===== config.mk =====
export PLATFORM = sky130hd
export DESIGN_NAME = uart_boot_loader_flat
export DESIGN_NICKNAME = d
export VERILOG_FILES = /design/src/rtl/uart_boot_loader_if.sv /design/src/rtl/uart_boot_loader.sv /design/src/flat_wrapper.sv
export SDC_FILE = /design/constraint.sdc
export NUM_CORES = 1
export LEC_CHECK = 0
export CORE_AREA = 2 2 115 117
export CTS_CLUSTER_SIZE = 20
export DETAILED_ROUTE_END_ITERATION = 10
export DIE_AREA = 0 0 117 119
export PLACE_DENSITY = 0.8
export SYNTH_ARGS = -nofsm -noshare
export SYNTH_HDL_FRONTEND = slang
export SYNTH_SLANG_ARGS = --single-unit

===== constraint.sdc =====
create_clock -name clk -period 4.6 [get_ports clk]
set_input_delay 0.46 -clock clk [delete_from_list [all_inputs] [get_ports clk]]
set_output_delay 0.46 -clock clk [all_outputs]
set_load 0.02 [all_outputs]

===== src/rtl/uart_boot_loader_if.sv =====
// UART CPU-port and memory write-port signals used by the boot loader.
//
// Handshakes:
//   UART   : a byte is present while uart_si[31:8] == 0. The consumer raises
//            uart_re, holds it until uart_si returns to 32'hFFFF_FFFF, then
//            drops it on the following clock.
//   Memory : mem_we is valid, mem_ready is ready. A word transfers on a clock
//            edge where both are high. While mem_we is high and mem_ready is
//            low, mem_addr and mem_wdata are held stable.
interface uart_boot_loader_if;
    logic [31:0] uart_si;
    logic        uart_re;
    logic [31:0] mem_addr;
    logic [31:0] mem_wdata;
    logic        mem_we;
    logic        mem_ready;

    modport master (
        input  uart_si,
        output uart_re,
        output mem_addr,
        output mem_wdata,
        output mem_we,
        input  mem_ready
    );

    modport slave (
        output uart_si,
        input  uart_re,
        input  mem_addr,
        input  mem_wdata,
        input  mem_we,
        output mem_ready
    );
endinterface


===== src/rtl/uart_boot_loader.sv =====
// Boot loader: pulls a framed image out of the UART receive register,
// assembles little-endian words, writes them to memory and validates the
// frame checksum. Frame: SYNC, LEN0, LEN1, 4*N data bytes, CSUM.
module uart_boot_loader #(
    parameter logic [31:0] BASE_ADDR      = 32'h0000_0000,
    parameter logic [23:0] TIMEOUT_CYCLES = 24'd1_000_000,
    parameter logic [7:0]  SYNC_BYTE      = 8'hA5
) (
    input  logic               clk,
    input  logic               rst,
    uart_boot_loader_if.master bus,
    output logic               boot_done,
    output logic               boot_error,
    output logic [2:0]         dbg_state
);
    typedef enum logic [2:0] {
        IDLE  = 3'd0,
        LEN0  = 3'd1,
        LEN1  = 3'd2,
        DATA  = 3'd3,
        WRITE = 3'd4,
        CSUM  = 3'd5,
        DONE  = 3'd6
    } state_t;

    state_t      state;
    state_t      state_next;

    logic        uart_re_q;
    logic [31:0] addr_q;
    logic [31:0] wdata_q;
    logic [7:0]  sum_q;
    logic [7:0]  len_lo_q;
    logic [15:0] count_q;
    logic [1:0]  idx_q;
    logic [23:0] timer_q;
    logic        done_q;
    logic        error_q;

    logic        byte_avail;
    logic        uart_idle;
    logic        accept;
    logic        waiting;
    logic        timeout_hit;
    logic        write_req;
    logic        write_done;
    logic [7:0]  rx_byte;
    logic [7:0]  sum_next;
    logic [15:0] len_word;

    // Decode the UART word and derive accept, write and timeout conditions.
    // The write request waits for uart_re to fall so a memory write never
    // overlaps an open UART read.
    always_comb begin
        rx_byte     = bus.uart_si[7:0];
        byte_avail  = (bus.uart_si[31:8] == 24'h0);
        uart_idle   = (bus.uart_si == 32'hFFFF_FFFF);
        accept      = byte_avail && !uart_re_q &&
                      (state inside {IDLE, LEN0, LEN1, DATA, CSUM});
        sum_next    = sum_q + rx_byte;
        len_word    = {rx_byte, len_lo_q};
        waiting     = (state inside {LEN0, LEN1, DATA, CSUM});
        timeout_hit = waiting && !accept && ((timer_q + 24'd1) == TIMEOUT_CYCLES);
        write_req   = (state == WRITE) && !uart_re_q;
        write_done  = write_req && bus.mem_ready;
    end

    // State register.
    always_ff @(posedge clk or posedge rst) begin
        if (rst) begin
            state <= IDLE;
        end else begin
            state <= state_next;
        end
    end

    // Next-state logic; an inter-byte timeout overrides every waiting state.
    always_comb begin
        state_next = state;
        case (state)
            IDLE:  if (accept && rx_byte == SYNC_BYTE) state_next = LEN0;
            LEN0:  if (accept) state_next = LEN1;
            LEN1:  if (accept) state_next = (len_word == 16'h0) ? CSUM : DATA;
            DATA:  if (accept && idx_q == 2'd3) state_next = WRITE;
            WRITE: if (write_done) state_next = (count_q == 16'd1) ? CSUM : DATA;
            CSUM:  if (accept) state_next = (sum_next == 8'h00) ? DONE : IDLE;
            DONE:  state_next = DONE;
            default: state_next = IDLE;
        endcase
        if (timeout_hit) begin
            state_next = IDLE;
        end
    end

    // Datapath: read strobe, word assembly, address/count, checksum, status.
    always_ff @(posedge clk or posedge rst) begin
        if (rst) begin
            uart_re_q <= 1'b0;
            addr_q    <= BASE_ADDR;
            wdata_q   <= 32'h0;
            sum_q     <= 8'h0;
            len_lo_q  <= 8'h0;
            count_q   <= 16'h0;
            idx_q     <= 2'd0;
            timer_q   <= 24'h0;
            done_q    <= 1'b0;
            error_q   <= 1'b0;
        end else begin
            if (accept) begin
                uart_re_q <= 1'b1;
            end else if (uart_re_q && uart_idle) begin
                uart_re_q <= 1'b0;
            end

            if (accept || !waiting || timeout_hit) begin
                timer_q <= 24'h0;
            end else begin
                timer_q <= timer_q + 24'd1;
            end

            if (accept) begin
                case (state)
                    IDLE: begin
                        if (rx_byte == SYNC_BYTE) begin
                            error_q <= 1'b0;
                            sum_q   <= 8'h0;
                            addr_q  <= BASE_ADDR;
                            idx_q   <= 2'd0;
                        end
                    end
                    LEN0: begin
                        len_lo_q <= rx_byte;
                        sum_q    <= sum_next;
                    end
                    LEN1: begin
                        count_q <= len_word;
                        sum_q   <= sum_next;
                        idx_q   <= 2'd0;
                    end
                    DATA: begin
                        wdata_q[{idx_q, 3'b000} +: 8] <= rx_byte;
                        sum_q <= sum_next;
                        idx_q <= idx_q + 2'd1;
                    end
                    CSUM: begin
                        sum_q <= sum_next;
                        if (sum_next == 8'h00) begin
                            done_q <= 1'b1;
                        end else begin
                            error_q <= 1'b1;
                        end
                    end
                    default: begin
                    end
                endcase
            end

            if (write_done) begin
                addr_q  <= addr_q + 32'd4;
                count_q <= count_q - 16'd1;
            end

            if (timeout_hit) begin
                error_q <= 1'b1;
            end
        end
    end

    assign bus.uart_re   = uart_re_q;
    assign bus.mem_we    = write_req;
    assign bus.mem_addr  = addr_q;
    assign bus.mem_wdata = wdata_q;
    assign boot_done     = done_q;
    assign boot_error    = error_q;
    assign dbg_state     = state;
endmodule


===== src/flat_wrapper.sv =====
// flat-port wrapper written by rule: the top's interface ports become plain ports
module uart_boot_loader_flat 
#(
    parameter logic [31:0] BASE_ADDR      = 32'h0000_0000,
    parameter logic [23:0] TIMEOUT_CYCLES = 24'd1_000_000,
    parameter logic [7:0]  SYNC_BYTE      = 8'hA5
)
  (clk, rst, boot_done, boot_error, dbg_state, bus_uart_si, bus_uart_re, bus_mem_addr, bus_mem_wdata, bus_mem_we, bus_mem_ready);
  uart_boot_loader_if bus_i ();
  input  logic clk;
  input  logic rst;
  output logic boot_done;
  output logic boot_error;
  output logic [2:0] dbg_state;
  input wire logic [$bits(bus_i.uart_si)-1:0] bus_uart_si;
  output wire logic [$bits(bus_i.uart_re)-1:0] bus_uart_re;
  output wire logic [$bits(bus_i.mem_addr)-1:0] bus_mem_addr;
  output wire logic [$bits(bus_i.mem_wdata)-1:0] bus_mem_wdata;
  output wire logic [$bits(bus_i.mem_we)-1:0] bus_mem_we;
  input wire logic [$bits(bus_i.mem_ready)-1:0] bus_mem_ready;
  assign bus_i.uart_si = bus_uart_si;
  assign bus_uart_re = bus_i.uart_re;
  assign bus_mem_addr = bus_i.mem_addr;
  assign bus_mem_wdata = bus_i.mem_wdata;
  assign bus_mem_we = bus_i.mem_we;
  assign bus_i.mem_ready = bus_mem_ready;
  uart_boot_loader #(.BASE_ADDR(BASE_ADDR), .TIMEOUT_CYCLES(TIMEOUT_CYCLES), .SYNC_BYTE(SYNC_BYTE)) u_core (.clk(clk), .rst(rst), .bus(bus_i), .boot_done(boot_done), .boot_error(boot_error), .dbg_state(dbg_state));
endmodule

## Yosys cells after proc, flatten, opt, wreduce, memory -nomap -nowiden

Cells that the tools add are included.

| cells by class | value |
|---|---|
| $add $sub $neg | 6 |
| equality and inequality tests | 20 |
| shifts and indexed selects | 2 |
| muxes and demuxes | 31 |
| reductions and logical operators | 39 |

Operator list:

| cell | number |
|---|---|
| 2-to-1 mux 32 bit | 4 |
| 2-to-1 mux 16 bit | 3 |
| adder 32 x 3 -> 32 bit (second input constant) | 1 |
| bitwise mux 32 bit | 1 |
| equality test 32 bit (second input constant) | 1 |
| variable shift 8 x 7 -> 32 bit (first input constant) | 1 |
| variable part select 8 x 7 -> 32 bit | 1 |
| 2-to-1 mux 3 bit | 10 |
| adder 24 x 1 -> 24 bit (second input constant) | 1 |
| equality test 24 x 20 -> 1 bit (second input constant) | 1 |
| zero test 24 bit | 1 |
| 2-to-1 mux 24 bit | 1 |
| one-hot mux 3 bit (7 select lines) | 1 |
| equality test 16 x 1 -> 1 bit (second input constant) | 1 |
| zero test 16 bit | 1 |
| one-hot mux 8 bit (2 select lines) | 1 |
| subtractor 16 x 1 -> 16 bit (second input constant) | 1 |
| nonzero test 2 bit | 7 |
| != test 3 x 1 -> 1 bit (second input constant) | 4 |
| != test 3 x 2 -> 1 bit (second input constant) | 4 |
| AND reduction 3 bit | 4 |
| equality test 3 bit (second input constant) | 3 |
| logical AND 1 bit | 9 |
| adder 8 bit | 1 |
| other kinds (23) | 35 |

| storage, ports and cells | value |
|---|---|
| flip-flop bits (word level) | 128 |
| logic and storage cells | 109 |

## Logic depth before layout (Yosys ltp)

Gate-level depths: netlist of the first run.

| logic depth | value |
|---|---|
| word-level depth | 8 |
| depth in mapped cells | 10 |
| gate-level depth less buffers | 9 |

## Worst setup path before layout of the first run

No wires, ideal clock.

| path | value |
|---|---|
| path kind | in2reg |
| start | in bus_uart_si[0] |
| end | reg u_core.error_q, in the netlist u_core.boot_error |
| setup time | 131 ps |
| data arrival time | 2348 ps |
| setup slack | 2120 ps |
| stages | 9 |
| path buffers | 0 |
| path through | ha_1 -> fa_1 -> a21oi_1 -> o21a_1 -> o311a_1 -> o2111ai_1 -> nor3_1 -> nor4_1 -> or3_1 |

| between the ends | value |
|---|---|
| longest elaborated chain between the ends | 4 |
| elaborated cells on any way between the ends | 6 |
| those cells by class | add/sub: 1; eq/ne: 3; reduce/logical: 2 |

RTL lines:

| what | RTL line | text |
|---|---|---|
| start, declared | flat_wrapper.sv:15 | `input wire logic [$bits(bus_i.uart_si)-1:0] bus_uart_si;` |
| adder 8 bit | uart_boot_loader.sv:60 | `sum_next = sum_q + rx_byte;` |
| zero test 8 bit | uart_boot_loader.sv:147 | `if (sum_next == 8'h00) begin` |
| != test 3 x 2 -> 1 bit (no line) | -- |  |
| AND reduction 4 bit (no line) (*) | -- |  |
| end signal, assigned | uart_boot_loader.sv:107 | `error_q <= 1'b0;` |
| end signal, assigned | uart_boot_loader.sv:150 | `error_q <= 1'b1;` |
| end signal, assigned | uart_boot_loader.sv:164 | `error_q <= 1'b1;` |
| end, declared | uart_boot_loader.sv:38 | `logic error_q;` |

Every way passes the cells marked *; elsewhere a longest branch is shown, timed or not.
A chain may end at the register's enable or synchronous reset.

## Worst setup path in the final report of the first run

| path | value |
|---|---|
| start | reg u_core.state[2], in the netlist u_core.dbg_state[2] |
| end | reg u_core.addr_q[31], in the netlist u_core.bus.mem_addr[31] |

| between the ends | value |
|---|---|
| longest elaborated chain between the ends | 5 |
| elaborated cells on any way between the ends | 15 |
| those cells by class | eq/ne: 5; mux: 1; reduce/logical: 9 |

RTL lines:

| what | RTL line | text |
|---|---|---|
| start, declared | uart_boot_loader.sv:26 | `state_t state;` |
| start signal, assigned | uart_boot_loader.sv:73 | `state <= state_next;` |
| equality test 3 x 1 -> 1 bit, or another cell as far along | uart_boot_loader.sv:59 | `(state inside {IDLE, LEN0, LEN1, DATA, CSUM});` |
| nonzero test 5 bit or logical AND 1 bit (tied branches) | uart_boot_loader.sv:59, uart_boot_loader.sv:64 |  |
| logical AND 1 bit, on equally long branches | uart_boot_loader.sv:58, uart_boot_loader.sv:65 |  |
| nonzero test 2 bit (no line) | -- |  |
| AND reduction 3 bit (no line) | -- |  |
| end signal, assigned | uart_boot_loader.sv:159 | `addr_q <= addr_q + 32'd4;` |
| end, declared | uart_boot_loader.sv:30 | `logic [31:0] addr_q;` |

Parallel ways exist; a longest one is shown, timed or not.

==> impl_metrics.env, run 1 <==
export IMPL_wl_per_cell_um=17.09
export IMPL_critPathLaunchType="flop"
export IMPL_yosysTopAreaCellShare_pct=46.09
export IMPL_p_per_area_mw_per_mm2=316.0
export IMPL_setup_violations=0
export IMPL_rrSetupSlack_ns=1.42
export IMPL_power_mw=2.745
export IMPL_worst_slew_pin_slew_ns=1.138
export IMPL_arrival_ns=3.48
export IMPL_syn_inst=767
export IMPL_postCtsResizedCells=0
export IMPL_seqPwrFrac_pct=40.4
export IMPL_worst_slack_ns=1.419
export IMPL_power_frac_clock_pct=56.2
export IMPL_wirelength_um=18020
export IMPL_grt_pass1_wl_um=29710
export IMPL_yosysSeqAreaShare_pct=46.09
export IMPL_final_util_pct=67.46
export IMPL_switchingPower_uw=568.1
export IMPL_grt_usage_pct=26.81
export IMPL_ir_drop_mv=0.2638
export IMPL_place_inst=1022
export IMPL_insertedDiodeCount=0
export IMPL_cts_setup_buffers=0
export IMPL_min_period_over_period_pct=69.16
export IMPL_cts_root_buf="clkbuf_16"
export IMPL_synth_area_leaders="dfrtp_1, nand2_1, o21ai_0, nor2_1, ha_1"
export IMPL_io_pins=106
export IMPL_cts_sinks=126
export IMPL_maxSlewViolCount=0
export IMPL_finalSetupTns_ns=0
export IMPL_syn2layout_area_growth_pct=26.98
export IMPL_antenna_found_initial=0
export IMPL_die_h_um=119
export IMPL_power_internal_mw=2.177
export IMPL_postRouteAntennaNets=0
export IMPL_vias_per_cell=5.975
export IMPL_synthFlopType="dfrtp_1"
export IMPL_p_leak_nw=3.585
export IMPL_skew_ns=0.008088
export IMPL_hold_violations=0
export IMPL_start_util_pct=53.13
export IMPL_crit_start="u_core.dbg_state[2]$_DFFE_PP0P_"
export IMPL_max_freq_ghz=0.3143
export IMPL_ys_seq_elements=126
export IMPL_die_area_mm2=0.01392
export IMPL_grt_max_degree=80
export IMPL_drt_pass1_iterations=5
export IMPL_hold_class="reg -> reg"
export IMPL_h_tree_depth=4
export IMPL_final_common_cell="nand2_1"
export IMPL_relSlewSlack_pct=23.61
export IMPL_clk_latency_ns=0.42
export IMPL_syn_avg_cell_area_um2=8.918
export IMPL_gp_congestion=0.9204
export IMPL_overflow=0
export IMPL_outcome="completed"
export IMPL_synth_edf_count=0
export IMPL_netSwitchingFraction_pct=20.70
export IMPL_min_period_ns=3.181
export IMPL_post_place_ws_ns=1.234
export IMPL_portBuffers=103
export IMPL_p_comb_share_pct=3.4
export IMPL_drt_first_iter_violations=531
export IMPL_crit_fanout=20
export IMPL_drv_cap=0
export IMPL_most_common_layout_cells="nand2_1, dfrtp_1, clkdlybuf4s50_1"
export IMPL_clock_path_buffers=2
export IMPL_cts_hold_buf=0
export IMPL_clk_pin_slew_worst_paths_ns=0.06
export IMPL_rows=42
export IMPL_cp_end_kind="flop"
export IMPL_fin_cells=1054
export IMPL_synth_cell_types=68
export IMPL_via_count=6298
export IMPL_cts_tree="built"
export IMPL_core_area_mm2=0.01287
export IMPL_yosys_warnings=0
export IMPL_crit_type="reg -> reg"
export IMPL_n_fill_cell=982
export IMPL_nets=918
export IMPL_crit_required_ns=4.90
export IMPL_cts_buffers=17
export IMPL_worstHoldStart="u_core.bus.mem_wdata[23]$_DFFE_PP0P_"
export IMPL_async_flop_share_pct=100.0
export IMPL_drc=0
export IMPL_rr_startpoint="u_core.dbg_state[2]$_DFFE_PP0P_"
export IMPL_grt_pass1_vias=6179
export IMPL_rsz0062_at_grt="false"
export IMPL_dp_hpwl_um=12370
export IMPL_netlist_area_mm2=0.006840
export IMPL_layout_drive_gt1_share_pct=7.631
export IMPL_yosysTopAreaCell="dfrtp_1"
export IMPL_die_w_um=117
## metrics by stage
stage	instance area (um^2)	hold slack [ns]
after global routing	8686	0.5046
after CTS	8686	0.4848
final	8686	0.4825
after detailed placement	8008	0.4700
after global placement	8008	0.4592
after floorplan	6844	0.4473
## state kept, by name (all words and copies together) (netlist names), 2 cells and up
register              flops
u_core.timer_q           24
u_core.dbg_state          3
u_core.len_lo_q           8
u_core.sum_q              8
u_core.idx_q              2
u_core.bus.mem_addr      30
u_core.count_q           16
u_core.bus.mem_wdata     32
## layer usage
layer	vias up	GRT usage, %	share of wire [%]	wire, um
met5	-	0	0	0
met1	3058	34.50	43	7661
met2	250	44.76	49	8849
met3	29	5.954	6.9	1242
li1	2961	-	-	-
met4	0	8.676	1.5	264
## power groups by stage
stage          logic (mW)  registers, mW  clock network (mW)
5_1_grt             0.102           1.11                1.60
3_5_place_dp       0.0923           1.13                   0
3_3_place_gp       0.0900           1.13                   0
2_1_floorplan      0.0405           1.13                   0
6_report           0.0924           1.11                1.54
4_1_cts            0.0931           1.11                1.55
## final timing paths
| kind | to | depth (start not counted) |
|---|---|---|
| worst max-delay path | u_core.bus.mem_addr[31]$_DFFE_PP0P_ | 7 |
| worst min-delay path | u_core.bus.mem_wdata[23]$_DFFE_PP0P_ | 2 |
| worst max register to register | u_core.bus.mem_addr[31]$_DFFE_PP0P_ | 7 |
| worst min register to register | u_core.bus.mem_wdata[23]$_DFFE_PP0P_ | 2 |
| max in group asynchronous | u_core.bus.mem_addr[30]$_DFFE_PP0P_ | 3 |
| min in group asynchronous | u_core.bus.mem_addr[7]$_DFFE_PP0P_ | 2 |
## critical path, stage by stage (launching register included)
cell     delay (ns)
dfrtp_1        0.73
inv_2          0.20
nor4_2         0.29
and2_1         0.69
nand4_1        0.47
nor3b_2        0.39
nand3_1        0.14
mux2i_1        0.13
## cell usage after synthesis, types with 7 or more instances
| cell type | number |
|---|---|
| and3_1 | 8 |
| o21ai_0 | 66 |
| nand2_1 | 136 |
| o31ai_1 | 8 |
| inv_1 | 16 |
| xor2_1 | 16 |
| nand3_1 | 38 |
| clkbuf_1 | 20 |
| ha_1 | 17 |
| nand4_1 | 26 |
| nor2_1 | 72 |
| a21oi_1 | 30 |
| nor4_1 | 19 |
| a31oi_1 | 7 |
| a211oi_1 | 7 |
| nor3_1 | 11 |
| xnor2_1 | 12 |
| mux2_2 | 8 |
| o211ai_1 | 9 |
| mux2i_1 | 11 |
| dfrtp_1 | 126 |
## layout make-up
class                      instances  area, um^2  share of cell area, %
inverter                          18       70.07                 0.8067
timing repair buffer             111        1091                  12.56
multi-input combinational        591        3473                  39.99
clock inverter                    14       239.0                  2.751
tap                              176       220.2                  2.535
clock buffer                      18       439.2                  5.056
sequential                       126        3153                  36.30
## cell families after synthesis
| family | synth area share [%] |
|---|---|
| AO/OA/AOI/OAI | 15.22 |
| XOR/XNOR | 3.585 |
| adder cells (fa/ha/maj) | 3.402 |
| buffers and inverters | 3.183 |
| flip-flops | 46.09 |
| multiplexers | 2.927 |
| other | 0.05482 |
| AND/OR/NAND/NOR | 25.53 |
Power figures use the tool's default switching activity.
==> inputs of run 2 (changes only) <==
==> constraint.sdc (replaced) <==
create_clock -name clk -period 3.2 [get_ports clk]
set_input_delay 0.32 -clock clk [delete_from_list [all_inputs] [get_ports clk]]
set_output_delay 0.32 -clock clk [all_outputs]
set_load 0.02 [all_outputs]
==> impl_metrics.env, run 2 (same netlist as run 1, synthesis figures left out) <==
export IMPL_skew_ns=0.01004
export IMPL_grt_usage_pct=25.99
export IMPL_die_w_um=117
export IMPL_drt_first_iter_violations=412
export IMPL_min_period_ns=2.645
export IMPL_clk_latency_ns=0.42
export IMPL_seqPwrFrac_pct=41.2
export IMPL_n_fill_cell=978
export IMPL_netSwitchingFraction_pct=19.97
export IMPL_power_mw=3.867
export IMPL_ir_drop_mv=0.2637
export IMPL_postRouteAntennaNets=0
export IMPL_relSlewSlack_pct=36.59
export IMPL_final_util_pct=68.16
export IMPL_crit_required_ns=3.49
export IMPL_multi_input_area_mm2=0.003473
export IMPL_rr_startpoint="u_core.dbg_state[1]$_DFFE_PP0P_"
export IMPL_rsz0062_at_grt="false"
export IMPL_clk_pin_slew_worst_paths_ns=0.06
export IMPL_most_common_layout_cells="nand2_1, dfrtp_1, clkdlybuf4s50_1"
export IMPL_grt_pass1_wl_um=28630
export IMPL_cts_buffers=17
export IMPL_die_area_mm2=0.01392
export IMPL_p_per_area_mw_per_mm2=440.7
export IMPL_crit_fanout=15
export IMPL_core_area_mm2=0.01287
export IMPL_place_inst=1035
export IMPL_rrSetupSlack_ns=0.55
export IMPL_maxSlewViolCount=0
export IMPL_portBuffers=103
export IMPL_setup_violations=0
export IMPL_arrival_ns=2.94
export IMPL_outcome="completed"
export IMPL_wirelength_um=17390
export IMPL_antenna_found_initial=0
export IMPL_drv_cap=0
export IMPL_power_internal_mw=3.095
export IMPL_rr_worst_depth=6
export IMPL_start_util_pct=53.13
export IMPL_final_common_cell="nand2_1"
export IMPL_drc=0
export IMPL_rows=42
export IMPL_cts_tree="built"
export IMPL_ff_latch_area_mm2=0.003153
export IMPL_drt_pass1_iterations=5
export IMPL_max_freq_ghz=0.3781
export IMPL_layout_drive_gt1_share_pct=8.652
export IMPL_die_h_um=119
export IMPL_largest_reg_flops=32
export IMPL_via_count=6239
export IMPL_p_comb_share_pct=3.6
export IMPL_cts_root_buf="clkbuf_16"
export IMPL_fin_cells=1066
export IMPL_grt_max_degree=64
export IMPL_rr_endpoint="u_core.bus.mem_addr[29]$_DFFE_PP0P_"
export IMPL_power_frac_clock_pct=55.2
export IMPL_hold_class="in -> async"
export IMPL_cts_setup_buffers=0
export IMPL_crit_type="reg -> reg"
export IMPL_cts_hold_buf=0
export IMPL_cp_end_kind="flop"
export IMPL_dp_hpwl_um=12350
export IMPL_switchingPower_uw=772.2
export IMPL_io_pins=106
export IMPL_hold_violations=0
export IMPL_wl_per_cell_um=16.31
export IMPL_gp_congestion=0.9645
export IMPL_h_tree_depth=4
export IMPL_min_period_over_period_pct=82.66
export IMPL_clock_path_buffers=2
export IMPL_grt_pass1_vias=6018
export IMPL_syn2layout_area_growth_pct=28.30
export IMPL_p_leak_nw=3.639
export IMPL_worst_slew_pin_slew_ns=0.9492
export IMPL_critPathLaunchType="flop"
export IMPL_nets=931
export IMPL_vias_per_cell=5.853
export IMPL_postCtsResizedCells=0
export IMPL_overflow=0
export IMPL_cts_sinks=126
export IMPL_crit_start="u_core.dbg_state[1]$_DFFE_PP0P_"
export IMPL_finalSetupTns_ns=0
export IMPL_insertedDiodeCount=0
-- run 2: cell count changes in the layout (fill, tap and decap cells not counted), sizes merged --
cell / change
buf: +13
bufinv: -1
clkbuf: +4
clkinv: -2
inv: -2
-- run 2: critical path, stage by stage (launching register included) --
cell     delay, ns
dfrtp_1       0.56
nor4_2        0.43
and2_1        0.50
nand4_1       0.39
nor3b_2       0.37
nand3_1       0.15
mux2i_1       0.14
-- run 2: worst max path at each step --
stage	end	slack (ns)	depth (start not counted)
6_report	u_core.bus.mem_addr[29]$_DFFE_PP0P_	0.55	6
5_1_grt	u_core.bus.mem_addr[31]$_DFFE_PP0P_	0.33	6
4_1_cts	u_core.bus.mem_addr[29]$_DFFE_PP0P_	0.56	6
3_5_place_dp	u_core.boot_error$_DFFE_PP0P_	0.29	10
3_3_place_gp	u_core.boot_error$_DFFE_PP0P_	0.39	10
2_1_floorplan	u_core.bus.mem_addr[29]$_DFFE_PP0P_	0.73	9
-- run 2: power groups by stage --
| stage | clock network [mW] | registers (mW) | logic, mW |
|---|---|---|---|
| global route | 2.24 | 1.59 | 0.153 |
| finish | 2.13 | 1.59 | 0.139 |
| detailed placement | 0 | 1.62 | 0.140 |
| floorplan | 0 | 1.62 | 0.0586 |
| global placement | 0 | 1.62 | 0.136 |
| CTS | 2.16 | 1.59 | 0.140 |
-- run 2: layout make-up --
class                           count  share of cell area (%)
Multi-Input combinational cell    591                   39.58
Sequential cell                   126                   35.93
Timing Repair Buffer              124                   13.69
Clock buffer                       22                   5.403
Tap cell                          176                   2.509
Clock inverter                      9                   2.082
Inverter                           18                  0.8127
-- run 2: layer usage --
layer | vias up | global-route usage, % | wire length, um
met1 | 2985 | 33.97 | 7282
met3 | 47 | 4.835 | 980
met2 | 224 | 41.91 | 8600
li1 | 2983 | - | -
met4 | 0 | 11.62 | 523
met5 | - | 0 | 0
-- run 2: through the flow --
step	setup WS [ns]	instance area, um^2	hold slack (ns)
floorplan	0.7313	6848	0.4473
global placement	0.3889	8119	0.4619
detailed placement	0.2913	8119	0.4709
CTS	0.5637	8776	0.4257
global route	0.3346	8776	0.4809
finish	0.5549	8776	0.4118
==> inputs of run 3 (changes only) <==
==> constraint.sdc (replaced) <==
create_clock -name clk -period 2.55 [get_ports clk]
set_input_delay 0.255 -clock clk [delete_from_list [all_inputs] [get_ports clk]]
set_output_delay 0.255 -clock clk [all_outputs]
set_load 0.02 [all_outputs]
==> impl_metrics.env, run 3 (same netlist as run 1, synthesis figures left out) <==
export IMPL_insertedDiodeCount=0
export IMPL_fin_cells=1097
export IMPL_overflow=0
export IMPL_critical_path_max_stage_delay_ns=0.44
export IMPL_crit_fanout=8
export IMPL_cts_root_buf="clkbuf_16"
export IMPL_crit_type="reg -> reg"
export IMPL_cts_buffers=17
export IMPL_grt_max_degree=96
export IMPL_fin_hold_ws_ns=0.1479
export IMPL_cts_hold_buf=0
export IMPL_hold_violations=0
export IMPL_syn2layout_area_growth_pct=31.11
export IMPL_clock_path_buffers=2
export IMPL_layout_drive_gt1_share_pct=12.38
export IMPL_antenna_found_initial=0
export IMPL_p_per_area_mw_per_mm2=500.5
export IMPL_critPathLaunchType="flop"
export IMPL_vias_per_cell=5.958
export IMPL_postRouteAntennaNets=0
export IMPL_critPathSlowestCell="dfrtp_1"
export IMPL_die_area_mm2=0.01392
export IMPL_rows=42
export IMPL_arrival_ns=2.76
export IMPL_die_w_um=117
export IMPL_path_depth=7
export IMPL_outcome="completed"
export IMPL_crit_chain="and4_4, nand4_2, or3_1, nand4_1, o21ai_0, and4b_2, or3_1"
export IMPL_portBuffers=103
export IMPL_skew_ns=0.007140
export IMPL_rr_endpoint="u_core.boot_error$_DFFE_PP0P_"
export IMPL_rr_startpoint="u_core.timer_q[11]$_DFF_PP0_"
export IMPL_drv_cap=0
export IMPL_cts_tree="built"
export IMPL_rr_worst_depth=7
export IMPL_max_freq_ghz=0.4041
export IMPL_crit_start="u_core.timer_q[11]$_DFF_PP0_"
export IMPL_clk_latency_ns=0.41
export IMPL_maxSlewViolCount=0
export IMPL_gp_congestion=0.9071
export IMPL_met1_length_um=7612
export IMPL_min_period_ns=2.475
export IMPL_relSlewSlack_pct=60.39
export IMPL_ir_drop_mv=0.2876
export IMPL_die_h_um=119
export IMPL_min_period_over_period_pct=97.05
export IMPL_worst_slack_ns=0.07511
export IMPL_io_pins=106
export IMPL_via_count=6536
export IMPL_rrSetupSlack_ns=0.08
export IMPL_largest_reg_flops=32
export IMPL_rsz0062_at_grt="false"
export IMPL_cts_sinks=126
export IMPL_drc=0
export IMPL_h_tree_depth=4
export IMPL_dr_wl_met2_um=9255
export IMPL_wl_met3_um=1265
export IMPL_place_inst=1064
export IMPL_drt_pass1_iterations=5
export IMPL_core_area_mm2=0.01287
export IMPL_top_layer="met4"
export IMPL_cp_end_kind="flop"
export IMPL_hold_class="in -> async"
export IMPL_clk_pin_slew_worst_paths_ns=0.06
export IMPL_grt_pass1_wl_um=30450
export IMPL_finalSetupTns_ns=0
export IMPL_setup_violations=0
export IMPL_cp_common_cell="or3_1"
export IMPL_nets=961
export IMPL_start_util_pct=53.13
export IMPL_p_leak_nw=3.743
export IMPL_post_place_ws_ns=-0.2364
export IMPL_final_common_cell="nand2_1"
export IMPL_worst_path_buf_inv=0
export IMPL_drt_first_iter_violations=599
export IMPL_most_common_layout_cells="nand2_1, dfrtp_1, clkdlybuf4s50_1"
export IMPL_ff_latch_area_mm2=0.003154
export IMPL_cpLargestDelayFamily="simple AND/OR/NAND/NOR gates"
export IMPL_worst_slew_pin_slew_ns=0.5887
export IMPL_multi_input_area_mm2=0.003533
export IMPL_n_fill_cell=980
export IMPL_crit_required_ns=2.84
export IMPL_grt_usage_pct=27.50
export IMPL_wl_per_cell_um=16.98
export IMPL_wirelength_um=18630
export IMPL_dp_hpwl_um=12690
export IMPL_grt_pass1_vias=6305
-- run 3: cell count changes in the layout (fill, tap and decap cells not counted), moves of 2 or more --
cell | previous run | this run
a2111oi_4 | 0 | 2
clkbuf_8 | 3 | 0
bufinv_16 | 5 | 2
buf_4 | 20 | 48
clkinv_2 | 0 | 6
a2111oi_2 | 2 | 0
-- run 3: cell type report --
| cell class | instances | area share, % |
|---|---|---|
| Sequential cell | 126 | 35.17 |
| Clock buffer | 20 | 4.869 |
| Inverter | 18 | 0.7952 |
| Tap cell | 176 | 2.455 |
| Multi-Input combinational cell | 592 | 39.40 |
| Clock inverter | 12 | 1.353 |
| Timing Repair Buffer | 153 | 15.96 |
-- run 3: routing by layer --
metal	track usage, %	vias to the layer above
met2	45.27	280
li1	-	3048
met5	0	-
met1	36.08	3152
met4	10.51	0
met3	4.835	56
-- run 3: how the worst max path moves through the flow --
stage | to | slack, ns
after floorplan | u_core.bus.mem_addr[29]$_DFFE_PP0P_ | 0.08
after global placement | u_core.boot_error$_DFFE_PP0P_ | -0.18
after detailed placement | u_core.boot_error$_DFFE_PP0P_ | -0.24
after CTS | u_core.dbg_state[2]$_DFFE_PP0P_ | 0.07
after global routing | u_core.timer_q[19]$_DFF_PP0_ | 0.00005
final | u_core.boot_error$_DFFE_PP0P_ | 0.08
-- run 3: power breakdown --
part | switching, mW | internal, mW | total, mW
clock network | 0.879 | 1.43 | 2.30
logic | 0.105 | 0.0793 | 0.184
registers | 0.000000393 | 2.00 | 2.00
total | 0.983 | 3.51 | 4.49
-- run 3: timing repair --
action / 4_1_cts / 5_1_grt
setup endpoints to repair: 1 / 13
gates resized for setup: 1 / 10
pin swaps: 0 / 2
buffers inserted: 0 / 0
gates cloned: 0 / 1
-- run 3: per-stage QoR --
| stage | power [mW] | area, um^2 | utilization [%] |
|---|---|---|---|
| 2_1_floorplan | 2.110 | 6848 | - |
| 3_3_place_gp | 2.215 | 8349 | 64.85 |
| 3_5_place_dp | 2.219 | 8349 | 64.85 |
| 4_1_cts | 4.517 | 8907 | 69.18 |
| 5_1_grt | 4.630 | 8969 | 69.66 |
| 6_report | 4.489 | 8969 | 69.66 |
